[config.mk]
export PLATFORM = sky130hd
export DESIGN_NAME = tiny_nn_job_arbiter
export DESIGN_NICKNAME = d
export VERILOG_FILES = /design/src/rtl/tiny_nn_job_arbiter.sv
export SDC_FILE = /design/constraint.sdc
export NUM_CORES = 1
export LEC_CHECK = 0
export ABC_AREA = 1
export BUFFER_PORTS_ARGS = -buffer_cell sky130_fd_sc_hd__buf_2
export CAP_MARGIN = 0
export CORE_MARGIN = 3
export CORE_UTILIZATION = 50
export CTS_CLUSTER_DIAMETER = 60
export DETAILED_ROUTE_END_ITERATION = 8
export PLACE_DENSITY_LB_ADDON = 0.08
export REMOVE_ABC_BUFFERS = 1
export SYNTH_ARGS = -nofsm -noshare
export SYNTH_HDL_FRONTEND = slang
export SYNTH_SLANG_ARGS = --single-unit
[constraint.sdc]
create_clock -name clk_i -period 4.5 [get_ports clk_i]
set_clock_uncertainty 0.1 [all_clocks]
set_input_delay 0 -clock clk_i [delete_from_list [all_inputs] [get_ports clk_i]]
set_output_delay 0 -clock clk_i [all_outputs]
set_load 0.01 [all_outputs]
[src/rtl/tiny_nn_job_arbiter.sv]
// Two-requester job arbiter in front of one tiny_nn_top core.
// Buffers whole jobs, replays them gap-free and captures the result.
module tiny_nn_job_arbiter #(
    parameter int unsigned Depth          = 16,
    parameter logic [15:0] TermWord       = 16'h7E00,
    parameter logic [15:0] IdleWord       = 16'h0000,
    parameter int unsigned DrainCycles    = 4,
    parameter int unsigned ResultLoOffset = 2
) (
    input  logic        clk_i,
    input  logic        rst_i,
    input  logic [1:0]  req_valid_i,
    input  logic [31:0] req_data_i,
    input  logic [1:0]  req_last_i,
    output logic [1:0]  req_ready_o,
    output logic [15:0] nn_data_o,
    input  logic [7:0]  nn_data_i,
    output logic        rsp_valid_o,
    output logic        rsp_id_o,
    output logic [15:0] rsp_data_o,
    output logic [1:0]  grant_o,
    output logic        busy_o
);

    localparam int AW = $clog2(Depth);
    localparam int CW = $clog2(Depth + 1);
    localparam int KW = $clog2(DrainCycles + 2);

    localparam logic [AW:0]   FullCnt = (AW + 1)'(Depth);
    localparam logic [KW-1:0] KLast   = KW'(DrainCycles - 1);
    localparam logic [KW-1:0] KLo     = KW'(ResultLoOffset);
    localparam logic [KW-1:0] KHi     = KW'(ResultLoOffset + 1);

    typedef enum logic [1:0] {
        S_IDLE,
        S_STREAM,
        S_TERM,
        S_DRAIN
    } state_t;

    state_t state_q, state_d;

    logic [1:0]       push;
    logic [1:0]       pop;
    logic [1:0]       elig;
    logic [1:0][16:0] head;

    logic        owner_q, owner_d;
    logic        last_q;
    logic        pick;
    logic [15:0] nn_d;

    logic          cap_q;
    logic          cap_id_q;
    logic [KW-1:0] ck_q;
    logic [7:0]    lo_q;

    for (genvar n = 0; n < 2; n++) begin : g_fifo
        logic [16:0]   mem [Depth];
        logic [AW:0]   wptr_q;
        logic [AW:0]   rptr_q;
        logic [CW-1:0] jobs_q;
        logic          full;

        assign full           = (wptr_q - rptr_q) == FullCnt;
        assign req_ready_o[n] = !full;
        assign push[n]        = req_valid_i[n] && !full;
        assign pop[n]         = (state_q == S_STREAM) && (owner_q == 1'(n));
        assign head[n]        = mem[rptr_q[AW-1:0]];
        assign elig[n]        = (jobs_q != '0);

        // Word storage; each entry keeps its last flag beside the data.
        always_ff @(posedge clk_i) begin
            if (push[n]) begin
                mem[wptr_q[AW-1:0]] <= {req_last_i[n], req_data_i[16*n +: 16]};
            end
        end

        // Pointers plus count of fully buffered jobs.
        always_ff @(posedge clk_i) begin
            if (rst_i) begin
                wptr_q <= '0;
                rptr_q <= '0;
                jobs_q <= '0;
            end else begin
                if (push[n]) wptr_q <= wptr_q + (AW + 1)'(1);
                if (pop[n])  rptr_q <= rptr_q + (AW + 1)'(1);
                case ({push[n] && req_last_i[n], pop[n] && head[n][16]})
                    2'b10:   jobs_q <= jobs_q + CW'(1);
                    2'b01:   jobs_q <= jobs_q - CW'(1);
                    default: ;
                endcase
            end
        end
    end

    // Round robin: on a tie the requester not granted last wins.
    assign pick = (&elig) ? !last_q : elig[1];

    assign busy_o  = (state_q != S_IDLE);
    assign grant_o = busy_o ? (owner_q ? 2'b10 : 2'b01) : 2'b00;

    // Next-state and next core word.
    always_comb begin
        state_d = state_q;
        owner_d = owner_q;
        nn_d    = IdleWord;
        unique case (state_q)
            S_IDLE: begin
                if (|elig) begin
                    state_d = S_STREAM;
                    owner_d = pick;
                end
            end
            S_STREAM: begin
                nn_d = head[owner_q][15:0];
                if (head[owner_q][16]) state_d = S_TERM;
            end
            S_TERM: begin
                nn_d    = TermWord;
                state_d = S_DRAIN;
            end
            S_DRAIN: begin
                if (ck_q == KLast) begin
                    if (|elig) begin
                        state_d = S_STREAM;
                        owner_d = pick;
                    end else begin
                        state_d = S_IDLE;
                    end
                end
            end
            default: state_d = S_IDLE;
        endcase
    end

    // State, owner, grant history and the registered core word.
    always_ff @(posedge clk_i) begin
        if (rst_i) begin
            state_q   <= S_IDLE;
            owner_q   <= 1'b0;
            last_q    <= 1'b1;
            nn_data_o <= IdleWord;
        end else begin
            state_q   <= state_d;
            owner_q   <= owner_d;
            nn_data_o <= nn_d;
            if (state_d == S_STREAM) last_q <= owner_d;
        end
    end

    // Drain index runs on its own so the hi byte may land past the drain.
    always_ff @(posedge clk_i) begin
        if (rst_i) begin
            cap_q       <= 1'b0;
            cap_id_q    <= 1'b0;
            ck_q        <= '0;
            lo_q        <= '0;
            rsp_valid_o <= 1'b0;
            rsp_id_o    <= 1'b0;
            rsp_data_o  <= '0;
        end else begin
            rsp_valid_o <= 1'b0;
            if (state_q == S_TERM) begin
                cap_q    <= 1'b1;
                cap_id_q <= owner_q;
                ck_q     <= '0;
            end else if (cap_q) begin
                ck_q <= ck_q + KW'(1);
                if (ck_q == KLo) lo_q <= nn_data_i;
                if (ck_q == KHi) begin
                    cap_q       <= 1'b0;
                    rsp_valid_o <= 1'b1;
                    rsp_id_o    <= cap_id_q;
                    rsp_data_o  <= {nn_data_i, lo_q};
                end
            end
        end
    end

endmodule

### Word level (Yosys, flattened, before mapping)

Memory sizes are Yosys's and may differ from the RTL's. A register that Yosys moved wholly into a read port is not among the register bits.
Cells that the tools add are included.

| storage, ports and cells | value |
|---|---|
| register bits after elaboration | 81 |
| latch bits | 0 |
| memory bits (writable) | 544 |
| bits in read-only memories | 0 |
| input bits | 46 |
| output and inout bits | 39 |
| word-level logic and storage cells | 97 |
| memories kept | 2 |

| operators by class | value |
|---|---|
| $add $sub $neg | 11 |
| multipliers | 0 |
| divide/modulo/power cells | 0 |
| order comparisons | 1 |
| equal/unequal tests | 12 |
| shifts and indexed selects | 0 |
| mux-type cells | 28 |
| bitwise gates (word level) | 3 |
| reductions and logical operators | 23 |

Memories:

| name | depth | width | read ports | clocked after memory_dff | wr ports | line | source |
|---|---|---|---|---|---|---|---|
| g_fifo[0].mem | 16 | 17 | 1 | 1 | 1 | 59 | `logic [16:0] mem [Depth];` |
| g_fifo[1].mem | 16 | 17 | 1 | 1 | 1 | 59 |  |

Operators by type and width:

| kind | count |
|---|---|
| $mux 17 | 2 |
| $pmux 16 s2 | 1 |
| $add 5x1->5 const B | 6 |
| $pmux 5 s2 | 2 |
| $mux 4 | 4 |
| $mux 1 | 12 |
| $eq 5x5->1 const B | 2 |
| $mux 2 | 5 |
| $reduce_bool 5->1 | 2 |
| $sub 5x1->5 const B | 2 |
| $sub 5x5->5 | 2 |
| $eq 2x1->1 const B | 4 |
| $eq 2x2->1 const B | 4 |
| $logic_and 1x1->1 | 8 |
| $pmux 2 s4 | 1 |
| $eq 3x2->1 const B | 2 |
| $reduce_and 3->1 | 2 |
| $reduce_bool 2->1 | 3 |
| $reduce_or 2->1 | 2 |
| $add 3x1->3 const B | 1 |
| $logic_not 1->1 | 3 |
| $not 1->1 | 3 |
| $reduce_or 3->1 | 1 |
| $logic_not 2->1 | 1 |
| 3 further kinds | 3 |

### Longest topological paths before layout

| logic depth | value |
|---|---|
| depth after elaboration | 7 |
| mapped depth | 25 |
| gate-level depth less buffers | 25 |

### Least setup slack after synthesis

Ideal clock, no wire load.

| timing | value |
|---|---|
| path type | register -> register |
| from | register g_fifo[1].wptr_q[0] |
| to | register g_fifo[1].jobs_q[4] |
| library setup time | 0.070 ns |
| arrival time | 3.046 ns |
| required time | 4.330 ns |
| setup slack | 1.285 ns |
| cell stages (with the launch flop) | 24 |
| buffers on the path | 0 |
| period minus slack after synthesis | 3.215 ns |
| cells stage by stage | dfxtp_1 inv_1 ha_1 o21bai_4 nand2_1 nand2_1 xor2_1 a21oi_1 nand2_1 nand2_2 inv_2 nand2_1 ha_1 xor2_1 ha_1 a21o_1 nand2_1 nand2_1 a21oi_1 inv_1 nand2_1 nor3b_1 o21ai_0 a21oi_1 |

| between the ends | value |
|---|---|
| longest elaborated chain between the ends | 7 |
| elaborated cells between the ends (all ways) | 9 |
| classes of those cells | add/sub: 1; eq/ne: 3; mux: 1; reduce/logical: 4 |

Ends and longest elaborated chain:

| item | line | source |
|---|---|---|
| start: declaration | 60 | `logic [AW:0] wptr_q;` |
| start signal: assignment | 86 | `if (push[n]) wptr_q <= wptr_q + (AW + 1)'(1);` |
| $sub 5x5->5 * | 65 | `assign full = (wptr_q - rptr_q) == FullCnt;` |
| $eq 5x5->1 * | 65 |  |
| $logic_not 1->1 * | - |  |
| via req_ready_o[1] | 15 | `output logic [1:0] req_ready_o,` |
| $logic_and 1x1->1 * | 67 | `assign push[n] = req_valid_i[n] && !full;` |
| $logic_and 1x1->1 * | 88 | `case ({push[n] && req_last_i[n], pop[n] && head[n][16]})` |
| $eq 2x1->1 or $eq 2x2->1 (tied branches) | 88 |  |
| $pmux 5 s2 or $reduce_bool 2->1 (tied branches) | - |  |
| end signal: assignment | 89 | `2'b10: jobs_q <= jobs_q + CW'(1);` |
| end signal: assignment | 90 | `2'b01: jobs_q <= jobs_q - CW'(1);` |
| end: declaration | 62 | `logic [CW-1:0] jobs_q;` |

Mark *: on every way through the listed nets, which the timed path passes. The rest lies on a longest branch.
A chain may end at the register's enable or synchronous reset.

==> qor.yml <==
ys_seq_area_frac: 0.713
grtUsageTotal: 0.239
yosysTopAreaCell: "edfxtp_1"
slew_headroom: 0.171
required_ns: 4.90
hpwlAfterDp_mm: 34.0
syn_inst: 2020
synth-simple-area-share: 0.0901
hold_class: "in2reg"
synth-async-reset-ratio: 0
setup_viol: 0
die-area_mm2: 0.0536
core_area_mm2: 0.0502
drc: 0
clk_pin_slew_ns: 0.06
yosys.area.top_type_share: 0.643
tightest_slew_ns: 1.24
n_antenna_cell: 0
initial_core_util: 0.507
worst_skew_pair.late_latency_ns: 0.58
num_vias: 16700
cts_setup_buffers: 0
synth-seq-cells: 633
finalCritPeriodShare: 0.849
synth_edf_count: 544
outcome: "completed"
cts_buffers: 69
maxSlewViolCount: 0
hold_viol: 0
die_y_um: 231
drtAntennaViolNets: 0
end_kind: "register"
drive_gt1_frac: 0.131
fin_ws_ns: 0.679
routed_wirelength_mm: 64.4
maxCapViolations: 0
p_leak_nw: 10.0
first_pass_iters: 5
grt_max_degree: 103
grt_first_pass_wirelength_mm: 97.3
yosys.area_share.adder: 0.0162
muxShareOfSynthArea: 0
min_period_ns: 3.82
portBuffers: 84
clock.fmax_mhz: 262
critical_path_class: "reg2reg"
grt_antenna_before_repair: 1
cpMaxStageDelayCell: "dfxtp_4"
critPathMaxFanout: 61
die_w_um: 231
netlist_area_mm2: 0.0254
place_inst: 2702
synth_top_family_by_area: "compound AO/OA/AOI/OAI gates"
worstPathArrival_ns: 4.22
rsz0062_at_grt: "false"
cts-root-buf: "clkbuf_16"
clockBufferDepth: 3
postSynthAreaPerCell_um2: 12.6
place_ws_ns: 0.722
routedWlPerCell_um: 22.4
nets: 2226
power_density_mw_per_mm2: 520
synthFlopType: "edfxtp_1"
io_pins: 85
grt_pass1_vias: 16200
synth.distinct_cells: 41
h-tree-depth: 3
cts_tree: "built"
max_stage_delay_ns: 0.76
fin_cells: 2871
overflow: 0
cts_sinks: 633
ir_drop_v: 0.000331
drt_iter0_drc: 1751
synth_xor_area_frac: 0.00586
worstPathCellList: "inv_4, nand2_1, nand3_1, nand3_1, nand3_1, nand2_1, nand2_2, nor2_1, ha_1, xor2_1, ha_1, a21o_1, nand2_1, nand2_1, a21oi_1, inv_1, nand2_1, nor3b_1, o21ai_0, a21oi_1"
fin_util: 0.579
via_per_inst: 5.81
syn2layout_area_growth_pct: 14.2
start_kind: "register"
synth.top_cells.by_area: "edfxtp_1, dfxtp_1, o21ai_0"
worst_path_most_repeated_cell: "nand2_1"
placementRows: 82
ys.warnings.count: 0
synth_compound_area_frac: 0.134
place_congestion: 0.824
-- stage by stage --
stage / total power (W) / instance area (µm²) / TNS [ns] / hold slack [ns]
after floorplan: 0.00878 / 24700 / -5.08 / -0.0309
after global placement: 0.00978 / 26500 / 0 / 0.174
after detailed placement: 0.00985 / 26500 / 0 / 0.180
after CTS: 0.0152 / 29000 / 0 / 0.0995
after global routing: 0.0158 / 29000 / 0 / 0.145
final: 0.0151 / 29000 / 0 / 0.135
-- worst max-delay path: cells and delay by family, from the launching register on --
family	cells	cell delay [ns]
and+or+nand+nor	11	1.23
DFF	1	0.76
AOI/OAI and AO/OA	4	0.54
adders and majority gates	2	0.49
buffers and inverters	2	0.45
xor gates and xnor gates	1	0.13
-- Yosys cell counts, types with 3 or more instances --
master,instances
nand2_2,4
ha_1,33
o211ai_2,4
nand2_1,118
clkbuf_1,48
xnor2_1,4
and3_1,3
a21oi_1,84
o31ai_1,7
o21ai_0,255
nor2_2,5
inv_2,4
inv_1,84
nor3_1,9
nor3b_1,4
xor2_1,13
nand3_1,88
buf_1,4
o21a_1,11
dfxtp_1,89
edfxtp_1,544
buf_6,19
buf_2,44
o211ai_1,31
nand4_1,3
buf_4,9
o21ai_1,33
o221ai_1,94
nor2_1,323
o22ai_1,34
-- sequential cells by signal (all words and copies together), names as in the netlist, 3 cells and up, named ones only --
| register | cells |
|---|---|
| g_fifo.wptr_q | 10 |
| rsp_data_o | 16 |
| g_fifo.mem | 544 |
| nn_data_o | 16 |
| ck_q | 3 |
| g_fifo.jobs_q | 10 |
| g_fifo.rptr_q | 10 |
| lo_q | 8 |
-- logic make-up after synthesis --
logic type | after synthesis
buffers and inverters | 216
adders and majority gates | 33
AOI/OAI and AO/OA | 562
DFF | 633
and+or+nand+nor | 559
xor gates and xnor gates | 17
-- area by class of cell --
type / instances / area [µm²]
tap: 672 / 841
clock inverter: 27 / 174
inverter: 92 / 350
timing repair buffer: 180 / 1260
clock buffer: 96 / 1950
multi-input combinational: 1171 / 6330
fill: 4046 / 21100
sequential: 633 / 18100
-- layout by cell type (no fill, tap or decap), types with 2 or more instances in the layout --
master / Yosys / final
nand2_1: 118 / 118
buf_4: 9 / 50
dfxtp_2: 0 / 4
nand2_2: 4 / 4
nand4_1: 3 / 3
dfxtp_1: 89 / 83
nor3_1: 9 / 9
nand3_1: 88 / 88
o21a_1: 11 / 11
a21oi_1: 84 / 84
dfxtp_4: 0 / 2
o21ai_0: 255 / 255
xnor2_1: 4 / 4
a21oi_2: 2 / 2
o211ai_1: 31 / 31
clkbuf_16: 0 / 74
o31ai_1: 7 / 7
nor3b_1: 4 / 4
o221ai_1: 94 / 94
o22ai_1: 34 / 34
clkinv_1: 2 / 14
a21o_1: 2 / 2
inv_2: 4 / 4
ha_1: 33 / 33
nor2_2: 5 / 36
inv_1: 84 / 84
o21ai_1: 33 / 33
buf_2: 44 / 84
inv_4: 2 / 2
and3_1: 3 / 3
clkinv_2: 0 / 11
nor2_1: 323 / 292
edfxtp_1: 544 / 544
dlygate4sd3_1: 0 / 46
bufinv_16: 0 / 2
o211ai_2: 4 / 4
clkbuf_1: 48 / 20
xor2_1: 13 / 13
-- where the power goes --
part	switching (W)	total, W	internal [W]
clock network	0.00222	0.00534	0.00313
logic	0.00200	0.00289	0.000884
registers	0.000213	0.00687	0.00665
-- worst paths after layout --
| check | slack, ns | end | from | depth (start not counted) |
|---|---|---|---|---|
| max | 0.68 | g_fifo[1].jobs_q[4] | register | 20 |
| max reg2reg | 0.68 | g_fifo[1].jobs_q[4] | register | 20 |
| min reg2reg | 0.36 | g_fifo[0].jobs_q[4] | g_fifo[0].jobs_q[4] | 1 |
| min | 0.13 | lo_q[1] | nn_data_i[1] | 4 |
-- per-layer routing --
metal,GRT usage,share of wire
met1,0.359,0.46
met2,0.359,0.45
met3,0.0411,0.073
met4,0.0752,0.021
met5,0,0
-- repair_timing --
action / 4_1_cts / 5_1_grt
hold endpoints to repair: 589 / 0
resized for setup: 0 / 0
hold buffers: 46 / 0
Note: power is estimated with default switching activity, not from simulation.
